<file path="config.mk">
export PLATFORM = sky130hd
export DESIGN_NAME = h_row_streamer
export DESIGN_NICKNAME = d
export VERILOG_FILES = /design/src/rtl/h_row_streamer.sv
export SDC_FILE = /design/constraint.sdc
export NUM_CORES = 1
export LEC_CHECK = 0
export ABC_AREA = 1
export BUFFER_PORTS_ARGS = -buffer_cell sky130_fd_sc_hd__buf_2
export CAP_MARGIN = 20
export CORE_ASPECT_RATIO = 0.5
export CORE_UTILIZATION = 25
export CTS_CLUSTER_DIAMETER = 150
export DETAILED_ROUTE_END_ITERATION = 12
export GPL_TIMING_DRIVEN = 0
export HOLD_SLACK_MARGIN = 0.05
export SYNTH_ARGS = -nofsm -noshare
export SYNTH_HDL_FRONTEND = slang
export SYNTH_SLANG_ARGS = --single-unit
</file>
<file path="constraint.sdc">
create_clock -name clk -period 2.4 [get_ports clk]
set_input_delay 0.24 -clock clk [delete_from_list [all_inputs] [get_ports clk]]
set_output_delay 0.24 -clock clk [all_outputs]
set_load 0.005 [all_outputs]
</file>
<file path="src/rtl/h_row_streamer.sv">
// Purpose: walks sparse matrix H row by row and streams (value, col) pairs with row tags.
// Latency: start -> node_info read +1, first H_data read +3, first element valid +5.
// Backpressure: 2-entry output buffer; reads issue only when a buffer slot is guaranteed.
//
// Ports:
//   clk, rst                      - clock, synchronous active-high reset
//   start_i                       - begin a pass from row 0 (ignored unless idle)
//   node_info_addr/en/dout        - per-row metadata BRAM {row_length, num_of_nodes, src_flag}
//   h_data_addr/en/dout           - non-zero BRAM {value, col_idx}, 1-cycle read latency
//   elem_valid/ready + elem_*     - output stream of elements with row tags
//   busy_o, done_o, error_o       - pass status; error_o is sticky overflow of H_data
module h_row_streamer #(
    parameter int DATA_WIDTH      = 8,
    parameter int COL_IDX_WIDTH   = 5,
    parameter int ROW_LEN_WIDTH   = 5,
    parameter int NUM_NODE_WIDTH  = 5,
    parameter int H_DATA_DEPTH    = 2105,
    parameter int NODE_INFO_DEPTH = 200,
    localparam int H_DATA_ADDR_W    = $clog2(H_DATA_DEPTH),
    localparam int NODE_INFO_ADDR_W = $clog2(NODE_INFO_DEPTH),
    localparam int NODE_INFO_WIDTH  = ROW_LEN_WIDTH + NUM_NODE_WIDTH + 1,
    localparam int H_DATA_WIDTH     = DATA_WIDTH + COL_IDX_WIDTH
) (
    input  logic                        clk,
    input  logic                        rst,
    input  logic                        start_i,
    output logic [NODE_INFO_ADDR_W-1:0] node_info_addr_o,
    output logic                        node_info_en_o,
    input  logic [NODE_INFO_WIDTH-1:0]  node_info_dout_i,
    output logic [H_DATA_ADDR_W-1:0]    h_data_addr_o,
    output logic                        h_data_en_o,
    input  logic [H_DATA_WIDTH-1:0]     h_data_dout_i,
    output logic                        elem_valid_o,
    input  logic                        elem_ready_i,
    output logic [DATA_WIDTH-1:0]       elem_value_o,
    output logic [COL_IDX_WIDTH-1:0]    elem_col_o,
    output logic                        elem_last_o,
    output logic [NODE_INFO_ADDR_W-1:0] elem_row_o,
    output logic [NUM_NODE_WIDTH-1:0]   elem_num_nodes_o,
    output logic                        elem_src_flag_o,
    output logic                        busy_o,
    output logic                        done_o,
    output logic                        error_o
);

    // One extra bit so the pointer can sit at H_DATA_DEPTH (overflow marker).
    localparam int H_PTR_W = H_DATA_ADDR_W + 1;

    typedef enum logic [2:0] {
        S_IDLE,
        S_INFO_RD,
        S_INFO_WAIT,
        S_STREAM,
        S_NEXT_ROW,
        S_DRAIN
    } state_t;

    typedef struct packed {
        logic [DATA_WIDTH-1:0]       value;
        logic [COL_IDX_WIDTH-1:0]    col;
        logic                        last;
        logic [NODE_INFO_ADDR_W-1:0] row;
        logic [NUM_NODE_WIDTH-1:0]   num_nodes;
        logic                        src_flag;
    } elem_t;

    state_t                      r_state;
    logic [NODE_INFO_ADDR_W-1:0] r_row;
    logic [H_PTR_W-1:0]          r_h_ptr;
    logic [ROW_LEN_WIDTH-1:0]    r_remaining;
    logic [NUM_NODE_WIDTH-1:0]   r_num_nodes;
    logic                        r_src_flag;
    logic                        r_ni_en;
    logic                        r_busy;
    logic                        r_done;
    logic                        r_error;

    // Slot issued last cycle; its data (BRAM or synthetic zero) is written this cycle.
    logic                        r_pend_vld;
    logic                        r_pend_synth;
    elem_t                       r_pend;

    elem_t                       r_mem [2];
    logic                        r_wr_ptr;
    logic                        r_rd_ptr;
    logic [1:0]                  r_count;

    logic                        w_pop;
    logic [2:0]                  w_occ_sum;
    logic                        w_slot_free;
    logic                        w_issue;
    logic                        w_ovf;
    logic                        w_synth;
    logic                        w_issue_last;
    logic                        w_drained;
    elem_t                       w_wr_elem;
    elem_t                       w_head;

    assign w_pop = (r_count != 2'd0) && elem_ready_i;

    // A slot issued now lands one cycle later; counting this cycle's pop keeps
    // one element per cycle flowing without ever writing a full buffer.
    assign w_occ_sum   = {1'b0, r_count} + {2'b00, r_pend_vld};
    assign w_slot_free = w_occ_sum < (3'd2 + {2'b00, w_pop});
    assign w_issue     = (r_state == S_STREAM) && w_slot_free;

    assign w_ovf        = (r_remaining != '0) && (r_h_ptr == H_PTR_W'(H_DATA_DEPTH));
    // Zero-length rows and overflowing reads both produce a zero element without a BRAM access.
    assign w_synth      = (r_remaining == '0) || w_ovf;
    assign w_issue_last = (r_remaining <= ROW_LEN_WIDTH'(1));

    // Drained when the buffer empties this cycle with nothing left in flight,
    // so done_o lands one cycle after the final handshake.
    assign w_drained = !r_pend_vld &&
                       ((r_count == 2'd0) || ((r_count == 2'd1) && w_pop));

    always_comb begin
        w_wr_elem = r_pend;
        if (!r_pend_synth) begin
            w_wr_elem.value = h_data_dout_i[H_DATA_WIDTH-1 -: DATA_WIDTH];
            w_wr_elem.col   = h_data_dout_i[COL_IDX_WIDTH-1:0];
        end
    end

    assign w_head = r_mem[r_rd_ptr];

    always_ff @(posedge clk) begin
        if (rst) begin
            r_state      <= S_IDLE;
            r_row        <= '0;
            r_h_ptr      <= '0;
            r_remaining  <= '0;
            r_num_nodes  <= '0;
            r_src_flag   <= 1'b0;
            r_ni_en      <= 1'b0;
            r_busy       <= 1'b0;
            r_done       <= 1'b0;
            r_error      <= 1'b0;
            r_pend_vld   <= 1'b0;
            r_pend_synth <= 1'b0;
            r_pend       <= '0;
        end else begin
            r_done     <= 1'b0;
            r_pend_vld <= w_issue;
            if (w_issue) begin
                r_pend_synth     <= w_synth;
                r_pend.value     <= '0;
                r_pend.col       <= '0;
                r_pend.last      <= w_issue_last;
                r_pend.row       <= r_row;
                r_pend.num_nodes <= r_num_nodes;
                r_pend.src_flag  <= r_src_flag;
            end

            case (r_state)
                S_IDLE: begin
                    if (start_i) begin
                        r_state <= S_INFO_RD;
                        r_row   <= '0;
                        r_h_ptr <= '0;
                        r_error <= 1'b0;
                        r_busy  <= 1'b1;
                        r_ni_en <= 1'b1;
                    end
                end
                S_INFO_RD: begin
                    r_ni_en <= 1'b0;
                    r_state <= S_INFO_WAIT;
                end
                S_INFO_WAIT: begin
                    r_remaining <= node_info_dout_i[NODE_INFO_WIDTH-1 -: ROW_LEN_WIDTH];
                    r_num_nodes <= node_info_dout_i[NUM_NODE_WIDTH:1];
                    r_src_flag  <= node_info_dout_i[0];
                    r_state     <= S_STREAM;
                end
                S_STREAM: begin
                    if (w_issue) begin
                        if (r_remaining != '0) begin
                            r_remaining <= r_remaining - ROW_LEN_WIDTH'(1);
                        end
                        if (!w_synth) begin
                            r_h_ptr <= r_h_ptr + H_PTR_W'(1);
                        end
                        if (w_ovf) begin
                            r_error <= 1'b1;
                        end
                        if (w_issue_last) begin
                            r_state <= S_NEXT_ROW;
                        end
                    end
                end
                S_NEXT_ROW: begin
                    if (r_row == NODE_INFO_ADDR_W'(NODE_INFO_DEPTH - 1)) begin
                        r_state <= S_DRAIN;
                    end else begin
                        r_row   <= r_row + NODE_INFO_ADDR_W'(1);
                        r_ni_en <= 1'b1;
                        r_state <= S_INFO_RD;
                    end
                end
                S_DRAIN: begin
                    if (w_drained) begin
                        r_done  <= 1'b1;
                        r_busy  <= 1'b0;
                        r_state <= S_IDLE;
                    end
                end
                default: r_state <= S_IDLE;
            endcase
        end
    end

    // Two-entry output buffer; row tags travel with each entry.
    always_ff @(posedge clk) begin
        if (rst) begin
            r_mem[0] <= '0;
            r_mem[1] <= '0;
            r_wr_ptr <= 1'b0;
            r_rd_ptr <= 1'b0;
            r_count  <= 2'd0;
        end else begin
            if (r_pend_vld) begin
                r_mem[r_wr_ptr] <= w_wr_elem;
                r_wr_ptr        <= ~r_wr_ptr;
            end
            if (w_pop) begin
                r_rd_ptr <= ~r_rd_ptr;
            end
            r_count <= r_count + {1'b0, r_pend_vld} - {1'b0, w_pop};
        end
    end

    assign node_info_addr_o = r_row;
    assign node_info_en_o   = r_ni_en;
    assign h_data_addr_o    = r_h_ptr[H_DATA_ADDR_W-1:0];
    // Combinational so a read can issue in the same cycle a slot frees up.
    assign h_data_en_o      = w_issue && !w_synth;

    assign elem_valid_o     = (r_count != 2'd0);
    assign elem_value_o     = w_head.value;
    assign elem_col_o       = w_head.col;
    assign elem_last_o      = w_head.last;
    assign elem_row_o       = w_head.row;
    assign elem_num_nodes_o = w_head.num_nodes;
    assign elem_src_flag_o  = w_head.src_flag;

    assign busy_o  = r_busy;
    assign done_o  = r_done;
    assign error_o = r_error;

endmodule

</file>
* Word level (Yosys, flattened, before mapping)
Memories as Yosys holds them, arrays and structs flattened. A register that Yosys moved wholly into a read port is not among the register bits. Index checks and enable logic that the tools add are counted.
Word-level totals: register bits 60, output and inout bits 54, word-level logic and storage cells 114, memories 1, input port bits 28, bits in writable memories 56
Operators by class: mux-type cells 37, $lt $le $gt $ge 2, reductions and logical operators 29, equality and inequality tests 16, bitwise gates (word level) 3, add/subtract/negate cells 7
Memories:
- r_mem | words 2, width 28, read ports 1, clocked after memory_dff 1, wr ports 2, RTL line 83 | elem_t r_mem [2];
Operators by type and width (count):
- 2-to-1 mux 13 bit | 4
- 2-to-1 mux 28 bit | 1
- OR reduction 28 bit | 1
- one-hot mux 13 bit (2 select lines) | 1
- one-hot mux 3 bit (6 select lines) | 1
- 2-to-1 mux 1 bit | 16
- 2-to-1 mux 8 bit | 2
- one-hot mux 8 bit (2 select lines) | 1
- 2-to-1 mux 3 bit | 5
- != test 2 bit (second input constant) | 7
- adder 13 x 1 -> 13 bit (second input constant) | 1
- == test 13 x 12 -> 1 bit (second input constant) | 1
- AND reduction 3 bit | 4
- AND reduction 4 bit | 3
- 2-to-1 mux 5 bit | 2
- one-hot mux 5 bit (2 select lines) | 1
- nonzero test 2 bit | 5
- adder 8 x 1 -> 8 bit (second input constant) | 1
- == test 8 bit (second input constant) | 1
- == test 3 x 2 -> 1 bit (second input constant) | 2
- == test 3 bit (second input constant) | 2
- logical AND 1 bit | 6
- <= comparator 5 x 1 -> 1 bit (second input constant) | 1
- zero test 5 bit | 1
- 19 further kinds | 24

* Longest topological paths before layout
depth after elaboration 7, mapped depth 11, gate-level depth less buffers 11

* Least setup slack after synthesis
Ideal clock, no wire load.
kind input-to-reg, start in rst, end mem r_mem[1][0] (netlist bit), enable pin, setup time 0.452 ns, arrival 1.497 ns, slack 0.451 ns, required time 1.948 ns, buffers on the path 2, cell stages on the path 5, path through clkinv_1 nand3_1 buf_2 buf_1 nand2_1
RTL lines:
- start: declaration | RTL line 25 | input logic rst,
- end: declaration | RTL line 83

* Worst setup path in the final report
start reg r_pend_vld, end out h_data_en_o
Between the ends: word-level cells in the longest chain between the ends 4
RTL lines:
- start: declaration | RTL line 79 | logic r_pend_vld;
- start signal: assignment | RTL line 144 | r_pend_vld <= w_issue;
- adder 2 x 1 -> 3 bit | RTL line 103 | assign w_occ_sum = {1'b0, r_count} + {2'b00, r_pend_vld};
- less-than comparator 3 bit | RTL line 104 | assign w_slot_free = w_occ_sum < (3'd2 + {2'b00, w_pop});
- logical AND 1 bit | RTL line 105 | assign w_issue = (r_state == S_STREAM) && w_slot_free;
- logical AND 1 bit | RTL line 237 | assign h_data_en_o = w_issue && !w_synth;
- end: declaration | RTL line 31 | output logic h_data_en_o,
No other way between the ends.

==> flow_metrics.tcl <==
set metrics [dict create \
    p_per_area_nw_per_um2 955 \
    end_kind "primary output" \
    netlist_instances 630 \
    ant_nets 0 \
    first_pass_iters 4 \
    cts_root_buffer "clkbuf_16" \
    cts_tree "done" \
    reg2regPathDepth 6 \
    slew_violations 0 \
    ios 82 \
    clk_pin_slew_worst_paths_ns 0.05 \
    die_h_um 107 \
    grt_max_degree 19 \
    max_freq_ghz 0.474 \
    die_w_um 212 \
    p_leak_nw 2.91 \
    hold_class "in -> reg" \
    fin_crit_ns 2.11 \
    post_cts_buffers 0 \
    grt_pass1_wl_um 21100 \
    power_w 0.00665 \
    critPathMaxStageDelay_ns 0.36 \
    synthDominantCellAreaShare_pct 30.4 \
    antenna_found_initial 0 \
    avgSynthCellArea_um2 8.77 \
    slew_headroom_pct 58.5 \
    synth-main-ff-cell "dfxtp_1" \
    clock_skew_ns 0.00834 \
    reg2reg_to "r_mem[0][4]$_SDFFCE_PN0P_" \
    ys_ff_latch 117 \
    hold_viol_final 0 \
    diodes 0 \
    rsz0062_at_grt "false" \
    r2r-start "r_pend_vld$_SDFF_PP0_" \
    gr-total-overflow 0 \
    synth_area_leaders "edfxtp_1 30%, dfxtp_1 22%, nor2_1 6.5%, nand2_1 5.8%, mux2_2 5.7%" \
    fin_crit_sh_pct 88.0 \
    crit_end "h_data_en_o" \
    cpMostUsedCell "ha_1" \
    synth_area_leader_cell "edfxtp_1" \
    r2r_setup_slack_ns 0.33 \
    tightestPinTransition_ns 0.622 \
    num_rows 38 \
    coreArea_um2 21700 \
    synth_warnings 0 \
    netlist_area_um2 5520 \
    placed_cells 1013 \
    vdd_drop_max_uv 604 \
    utilization_pct 32.1 \
    worstSkewPairLatency_ns 0.41 \
    synth_most_common_cell "nor2_1" \
    setup_viol 0 \
    cp_cell_sequence "ha_1 > ha_1 > nand2_1 > nand2_2 > nor2_1 > buf_2" \
    ys_seq_area_share_pct 52.6 \
    dr.first_iter.drc_count 300 \
    area_growth_pct 26.1 \
    drv_cap 0 \
    cts_inserted_buffers 17 \
    synthArstFlopShare_pct 0 \
    dieArea_um2 22700 \
    worst_slack_ns 0.289 \
    h-tree-depth 4 \
    crit_required_ns 2.16 \
    netlist_top_cells_count "95 x nor2_1, 85 x nand2_1, 65 x inv_1, 61 x dfxtp_1, 56 x edfxtp_1" \
    cp_max_fo 5 \
    vias 4462 \
    drive_gt1_share_pct 25.4 \
    clock_path_buffers 2 \
    crit_start "r_pend_vld$_SDFF_PP0_" \
    grt_usage_pct 12.3 \
    critPathArrivalTime_ns 1.87 \
    start_util_pct 25.5 \
    layout.cells.non_filler 1045 \
    wire_per_inst_um 12.9 \
    gp_congestion 0.863 \
    crit_type "reg -> out" \
    dp_slack_ns -0.213 \
    syn_nets 667 \
    final_net_count 769 \
    synth_cell_types 35 \
    portBuffers 81 \
    synth_edf_count 56 \
    cts.sinks 117 \
    drcViolationCount 0 \
    first_global_vias 4165 \
    wl_um 13500 \
    dp_hpwl_um 9650 \
    crit_slowest_cell "dfxtp_1" \
    status "completed" \
    viasPerCell 4.27 \
    worst_setup_path_start_kind "flip-flop" \
]
==> where the power goes <==
part / internal [W] / switching (W)
Sequential: 0.00232 / 0.000171
Clock: 0.00166 / 0.000929
Combinational: 0.000635 / 0.000934
==> area by class of cell <==
type	instances	area, um^2
Buffer	37	210
Multi-Input combinational cell	403	2130
Tap cell	300	375
Clock inverter	12	155
Timing Repair Buffer	83	460
Sequential cell	117	2900
Inverter	73	279
Clock buffer	20	447
Fill cell	2261	14700
==> metal layers <==
metal | wire (um) | up-vias | share of wire (%) | GRT usage (%)
met5 | 0 | - | 0 | 0
met1 | 6210 | 2061 | 46 | 14.8
met3 | 597 | 21 | 4.4 | 3.22
met4 | 265 | 0 | 2.0 | 5.69
met2 | 6450 | 96 | 48 | 20.8
li1 | - | 2284 | - | -
==> through the flow <==
stage | setup TNS, ns | hold slack [ns] | instance area, um^2
floorplan | 0 | 0.375 | 5520
global placement | -24.25 | 0.436 | 6300
detailed placement | -3.70 | 0.450 | 6360
CTS | 0 | 0.0517 | 6960
global route | 0 | 0.0553 | 6960
finish | 0 | 0.0628 | 6960
==> cell families (layout without fill, tap and decap cells) <==
group / count (synthesis) / after routing / share of synthesized area, %
AO/OA/AOI/OAI: 81 / 81 / 7.57
XOR/XNOR: 3 / 3 / 0.476
adder cells (fa/ha/maj): 9 / 9 / 2.04
buffers and inverters: 110 / 225 / 8.86
flip-flops: 117 / 117 / 52.6
multiplexers: 28 / 28 / 5.71
AND/OR/NAND/NOR: 282 / 282 / 22.8
==> flip-flops by register name (all words and copies together) (netlist names), 2 cells and up, named ones only <==
| name | flops |
|---|---|
| r_mem | 56 |
| r_pend | 15 |
| r_h_ptr | 13 |
| node_info_addr_o | 8 |
| r_num_nodes | 5 |
| r_remaining | 5 |
| r_state | 3 |
| r_count | 2 |
==> layout by cell type (no fill, tap or decap), types with 2 or more instances in the layout <==
master / netlist / layout
ha_1: 9 / 9
clkbuf_1: 14 / 16
buf_1: 2 / 2
nand2_1: 85 / 84
xor2_1: 3 / 3
inv_1: 65 / 65
buf_6: 2 / 2
nand3_4: 2 / 2
nand3_1: 40 / 40
edfxtp_1: 56 / 56
o21ai_0: 34 / 34
mux2_2: 28 / 28
a21oi_1: 42 / 42
or2_2: 5 / 5
clkinv_1: 2 / 3
clkinv_2: 2 / 3
inv_2: 3 / 3
clkinvlp_4: 0 / 4
bufinv_16: 0 / 3
nand4_1: 8 / 8
nor3_1: 31 / 31
clkbuf_16: 0 / 17
nor2_2: 5 / 5
buf_2: 6 / 87
buf_4: 13 / 13
nor2_1: 95 / 95
buf_16: 0 / 2
dfxtp_1: 61 / 61
clkinv_4: 0 / 3
o211ai_1: 2 / 2
nand2_2: 6 / 7
==> repair_timing <==
item                       4_1_cts  5_1_grt
resized for setup                0        1
hold buffers                     0        0
setup endpoints to repair        0       16
==> worst max-delay path, delay by kind of cell (launching register included) <==
kind	cells	cell delay, ns
buffers and inverters	1	0.17
flip-flops	1	0.36
adder cells (fa/ha/maj)	2	0.50
AND/OR/NAND/NOR	3	0.44
==> worst min path at each step <==
| stage | depth (start not counted) | endpoint | from | slack [ns] |
|---|---|---|---|---|
| 2_1_floorplan | 2 | r_num_nodes[0]$_SDFFE_PP0N_ | node_info_dout_i[1] | 0.37 |
| 3_3_place_gp | 1 | r_rd_ptr$_SDFFE_PP0P_ | r_rd_ptr$_SDFFE_PP0P_ | 0.44 |
| 3_5_place_dp | 1 | flip-flop | r_rd_ptr$_SDFFE_PP0P_ | 0.45 |
| 4_1_cts | 3 | r_num_nodes[1]$_SDFFE_PP0N_ | node_info_dout_i[2] | 0.05 |
| 5_1_grt | 3 | r_num_nodes[1]$_SDFFE_PP0N_ | node_info_dout_i[2] | 0.06 |
| 6_report | 3 | r_num_nodes[1]$_SDFFE_PP0N_ | node_info_dout_i[2] | 0.06 |
Note: power is estimated with default switching activity, not from simulation.
